--- config.mk ---
export PLATFORM = sky130hd
export DESIGN_NAME = game_clock_ctrl
export DESIGN_NICKNAME = d
export VERILOG_FILES = /design/src/rtl/game_clock_ctrl.sv
export SDC_FILE = /design/constraint.sdc
export NUM_CORES = 1
export LEC_CHECK = 0
export ABC_CLOCK_PERIOD_IN_PS = 4900
export CORE_MARGIN = 2
export CORE_UTILIZATION = 50
export CTS_BUF_LIST = sky130_fd_sc_hd__clkbuf_8
export DETAILED_ROUTE_END_ITERATION = 7
export HOLD_SLACK_MARGIN = 0.03
export PLACE_DENSITY_LB_ADDON = 0.08
export SYNTH_ARGS = -nofsm -noshare
export SYNTH_HDL_FRONTEND = slang
export SYNTH_SLANG_ARGS = --single-unit
--- constraint.sdc ---
create_clock -name clk -period 4.9 [get_ports clk]
set_input_delay 0.49 -clock clk [delete_from_list [all_inputs] [get_ports clk]]
set_output_delay 0.49 -clock clk [all_outputs]
set_load 0.005 [all_outputs]
--- src/rtl/game_clock_ctrl.sv ---
// Game clock / score engine: 1 s prescaler, mm:ss up/down clock,
// saturating elapsed timer, decaying score and run/pause/stop control.
module game_clock_ctrl #(
   parameter int TICKS_PER_SEC  = 50_000_000,
   parameter int MIN_W          = 5,
   parameter int MAX_MINUTES    = 30,
   parameter int TIMER_W        = 11,
   parameter int SCORE_W        = 7,
   parameter int SCORE_MAX      = 100,
   parameter int SCORE_MIN      = 10,
   parameter int SCORE_INTERVAL = 10
) (
   input  logic               clk,
   input  logic               reset,
   input  logic               start,
   input  logic               pause,
   input  logic               stop,
   input  logic               countdown,
   input  logic [MIN_W-1:0]   preset_min,
   input  logic [5:0]         preset_sec,
   output logic [MIN_W-1:0]   minutes,
   output logic [5:0]         seconds,
   output logic [TIMER_W-1:0] timer,
   output logic [SCORE_W-1:0] score,
   output logic               running,
   output logic               sec_tick,
   output logic               timeout
);

   localparam int PW = (TICKS_PER_SEC > 1) ? $clog2(TICKS_PER_SEC) : 1;
   localparam int IW = $clog2(SCORE_INTERVAL + 1);
   localparam logic [PW-1:0]    P_LAST = PW'(TICKS_PER_SEC - 1);
   localparam logic [IW-1:0]    I_LAST = IW'(SCORE_INTERVAL - 1);
   localparam logic [MIN_W-1:0] M_END  = MIN_W'(MAX_MINUTES);

   typedef enum logic [1:0] {
      S_IDLE,
      S_RUN,
      S_PAUSE,
      S_DONE
   } state_t;

   state_t           state, state_nxt;
   logic [PW-1:0]    presc;
   logic [IW-1:0]    intv;
   logic             mode_down;
   logic             tick;
   logic             at_end;
   logic [MIN_W-1:0] min_nxt;
   logic [5:0]       sec_nxt;

   // A second is counted only when running and no command overrides it
   assign tick = (state == S_RUN) && !start && !stop && (presc == P_LAST);

   // Clock value after the next second, and whether it is terminal
   always_comb begin
      min_nxt = minutes;
      sec_nxt = seconds;
      at_end  = 1'b0;
      if (mode_down) begin
         if (seconds != 6'd0) begin
            sec_nxt = seconds - 6'd1;
         end else if (minutes != '0) begin
            sec_nxt = 6'd59;
            min_nxt = minutes - 1'b1;
         end
         at_end = (min_nxt == '0) && (sec_nxt == 6'd0);
      end else begin
         if (seconds == 6'd59) begin
            sec_nxt = 6'd0;
            min_nxt = minutes + 1'b1;
         end else begin
            sec_nxt = seconds + 6'd1;
         end
         at_end = (min_nxt == M_END) && (sec_nxt == 6'd0);
      end
   end

   // State register
   always_ff @(posedge clk or posedge reset) begin
      if (reset) state <= S_IDLE;
      else       state <= state_nxt;
   end

   // Next state: start > stop > expiry > pause
   always_comb begin
      state_nxt = state;
      if (start) begin
         state_nxt = S_RUN;
      end else if (stop && (state == S_RUN || state == S_PAUSE)) begin
         state_nxt = S_DONE;
      end else if (tick && at_end) begin
         state_nxt = S_DONE;
      end else if (pause && state == S_RUN) begin
         state_nxt = S_PAUSE;
      end else if (pause && state == S_PAUSE) begin
         state_nxt = S_RUN;
      end
   end

   // State-decoded output
   always_comb begin
      running = (state == S_RUN);
   end

   // Prescaler, clock, timer, score and flags
   always_ff @(posedge clk or posedge reset) begin
      if (reset) begin
         presc     <= '0;
         intv      <= '0;
         mode_down <= 1'b0;
         minutes   <= '0;
         seconds   <= 6'd0;
         timer     <= '0;
         score     <= SCORE_W'(SCORE_MAX);
         sec_tick  <= 1'b0;
         timeout   <= 1'b0;
      end else if (start) begin
         presc     <= '0;
         intv      <= '0;
         mode_down <= countdown;
         timer     <= '0;
         score     <= SCORE_W'(SCORE_MAX);
         sec_tick  <= 1'b0;
         timeout   <= 1'b0;
         if (countdown) begin
            minutes <= preset_min;
            seconds <= (preset_sec > 6'd59) ? 6'd59 : preset_sec;
         end else begin
            minutes <= '0;
            seconds <= 6'd0;
         end
      end else begin
         sec_tick <= tick;
         if (state == S_RUN && !stop) begin
            presc <= (presc == P_LAST) ? '0 : presc + 1'b1;
         end
         if (tick) begin
            minutes <= min_nxt;
            seconds <= sec_nxt;
            if (timer != '1) timer <= timer + 1'b1;
            if (intv == I_LAST) begin
               intv <= '0;
               if (score > SCORE_W'(SCORE_MIN)) score <= score - 1'b1;
            end else begin
               intv <= intv + 1'b1;
            end
            if (at_end) timeout <= 1'b1;
         end
      end
   end

endmodule

==> results_dict.tcl <==
set metrics [dict create \
    status "finished, final reports clean" \
    grt_max_degree 41 \
    cts_resized 0 \
    final.period_utilization_pct 61.6 \
    gp_congestion 0.908 \
    max_freq_mhz 331 \
    slew_headroom_pct 23.2 \
    num-nets-final 568 \
    drt_iter0_drc 140 \
    dieHeight_um 94.9 \
    die-area_mm2 0.00900 \
    cp.required_ns 5.17 \
    seq_area_frac_synth_pct 38.9 \
    synth_nets 529 \
    regToRegSetupSlack_ns 1.88 \
    cts.sinks 64 \
    crit_path_end_kind "flop" \
    final_cell_count_no_fill 648 \
    drv_cap 0 \
    yosysUniqueCellTypes 61 \
    worstReg2RegStart "presc[9]" \
    synth_edf_count 0 \
    p_leak_nw 1.92 \
    path_max_fanout 12 \
    hold_viol 0 \
    dp_slack_ns 1.90 \
    yosysWarnings 0 \
    rsz0062_at_grt "no" \
    synth_area_mm2 0.00413 \
    slew_violations 0 \
    grt_pass1_wl_um 17400 \
    ys_seq_elements 64 \
    setup_tns_ns 0 \
    drive_gt1_share_pct 6.45 \
    synth_top_flop_cell "dfrtp_1" \
    postSynthAreaPerCell_um2 8.27 \
    routedWlPerCell_um 16.1 \
    grt_pass1_vias 3614 \
    dieWidth_um 94.9 \
    post-cts-setup-buffers 0 \
    regArea_mm2 0.00161 \
    ctsHtreeMaxLevel 3 \
    setup_viol 0 \
    r2r_end "score[5]" \
    nFillCells 760 \
    antenna_found_initial 0 \
    postRouteAntennaNets 0 \
    hold_class "reg -> reg" \
    cts_tree "built" \
    hold_depth 2 \
    place_inst 632 \
    port_buffers 48 \
    root_buffer "clkbuf_8" \
    ir_drop_mv 0.141 \
    grt_overflow 0 \
    worst_slew_pin_slew_ns 1.15 \
    vias 3923 \
    wl_um 10400 \
    fin_crit_ns 3.02 \
    core_mm2 0.00809 \
    io_pins 49 \
    hold_start "score[6]" \
    areaGrowthSynthToFinish_pct 18.2 \
    clock_latency_ns 0.34 \
    cp.arrival_ns 3.28 \
    dr.pass1.iters 5 \
    clk_path_buf_depth 2 \
    cts_buffers 9 \
    syn_inst 499 \
    p_per_area_mw_per_mm2 272 \
    finalWorstSetupSlack_ns 1.88 \
    path_clk_slew_ns 0.08 \
    dp_hpwl_um 7150 \
    path_class "reg -> reg" \
    multi_input_area_mm2 0.00235 \
    start_kind "flop" \
    start_util_pct 51.0 \
    row_count 33 \
    skew_ns 0.00997 \
    hold_buffers 0 \
    remaining_drc_errors 0 \
    r2r_cells 6 \
    holdPathEnd "score[6]" \
    vias_per_cell 6.05 \
    diodes 0 \
    grt.total_usage_pct 24.5 \
    ys_async_sr_fraction_pct 100 \
]
-- area by class of cell --
class,instances,area share (%)
Sequential cell,64,32.9
Multi-Input combinational cell,391,48.2
Timing Repair Buffer,54,10.8
Tap cell,105,2.69
Clock buffer,10,2.82
Inverter,18,1.38
Clock inverter,6,1.23
-- cell families after synthesis --
group / Yosys count / share of synthesized area [%]
fa+ha+maj: 13 / 3.94
mux: 3 / 0.758
flops: 64 / 38.9
xor+xnor: 16 / 3.39
buf+inv: 44 / 4.18
compound gates: 142 / 21.4
simple gates: 217 / 27.4
-- flip-flops by register name, summed over array words and instances, names as in the netlist, 2 cells and up --
register / flops
intv: 4
presc: 26
seconds: 6
minutes: 5
score: 7
state: 2
timer: 11
-- power by group --
part           switching (mW)  internal [mW]  leakage [nW]
Sequential             0.0530          0.550         0.859
Combinational           0.140          0.120         0.949
Clock                   0.220          0.247         0.109
-- per-stage QoR --
stage               total power [mW]  util (%)  area, um^2  hold WS, ns
global placement               0.864      57.9        4680        0.474
floorplan                      0.765         -        4130        0.443
finish                          1.33      60.3        4880        0.492
global route                    1.40      60.3        4880        0.511
CTS                             1.34      60.3        4880        0.494
detailed placement             0.869      57.9        4680        0.480
-- layout by cell type (no fill, tap or decap), types with 3 or more instances in the layout --
master | Yosys | layout
nand3_1 | 17 | 17
a211oi_1 | 5 | 5
nor2b_1 | 8 | 8
nor3_1 | 15 | 15
nor2_1 | 46 | 46
dfrtp_1 | 61 | 61
nor4b_1 | 5 | 5
nand2_1 | 52 | 52
inv_1 | 18 | 19
buf_4 | 1 | 6
or3_1 | 8 | 8
o211ai_1 | 4 | 4
ha_1 | 13 | 13
a21oi_1 | 23 | 23
a221oi_1 | 4 | 4
o311ai_0 | 3 | 3
and2_1 | 6 | 6
o21ai_0 | 58 | 57
clkbuf_8 | 0 | 10
o31ai_1 | 8 | 8
xor2_1 | 3 | 3
nor3b_1 | 4 | 4
o22ai_1 | 3 | 3
xnor2_1 | 13 | 13
nand2b_1 | 7 | 7
nand4_1 | 11 | 11
dfstp_2 | 3 | 3
nor4_1 | 14 | 14
and3_1 | 9 | 9
a31oi_1 | 9 | 9
clkdlybuf4s50_1 | 0 | 48
or2_2 | 3 | 3
-- synthesized netlist by cell type (5+ instances only) --
cell,n,area [um^2]
dfrtp_1,61,1530
and2_1,6,37.5
o31ai_1,8,60.1
or3_1,8,50.1
xnor2_1,13,114
inv_1,18,67.6
nor2_1,46,173
nand2_1,52,195
nor3_1,15,75.1
a31oi_1,9,56.3
a21oi_1,23,115
nor4_1,14,87.6
nor4b_1,5,43.8
o21ai_0,58,290
and3_1,9,56.3
nand2b_1,7,43.8
a211oi_1,5,37.5
nor2b_1,8,50.1
nand4_1,11,68.8
nand3_1,17,85.1
ha_1,13,163
clkbuf_1,22,82.6
-- worst max-delay path: stages, from the launching register on --
cell,delay [ns]
dfrtp_1,0.42
or4b_1,0.56
or4_4,0.57
nor3_4,0.49
a21oi_2,0.25
o31a_1,0.34
or3_1,0.32
-- layer usage --
| layer | track usage, % | wire [um] |
|---|---|---|
| met5 | 0 | 0 |
| met4 | 8.33 | 102 |
| met3 | 3.67 | 563 |
| met2 | 39.7 | 4920 |
| met1 | 33.5 | 4850 |
-- worst max path at each step --
stage,from,endpoint,slack [ns]
global route,presc[9],presc[9],1.67
CTS,presc[9],score[5],1.88
floorplan,seconds[0],minutes[3],2.44
global placement,presc[9],score[5],1.95
detailed placement,presc[9],score[5],1.90
finish,presc[9],score[5],1.88
(Power assumes the default switching activity.)
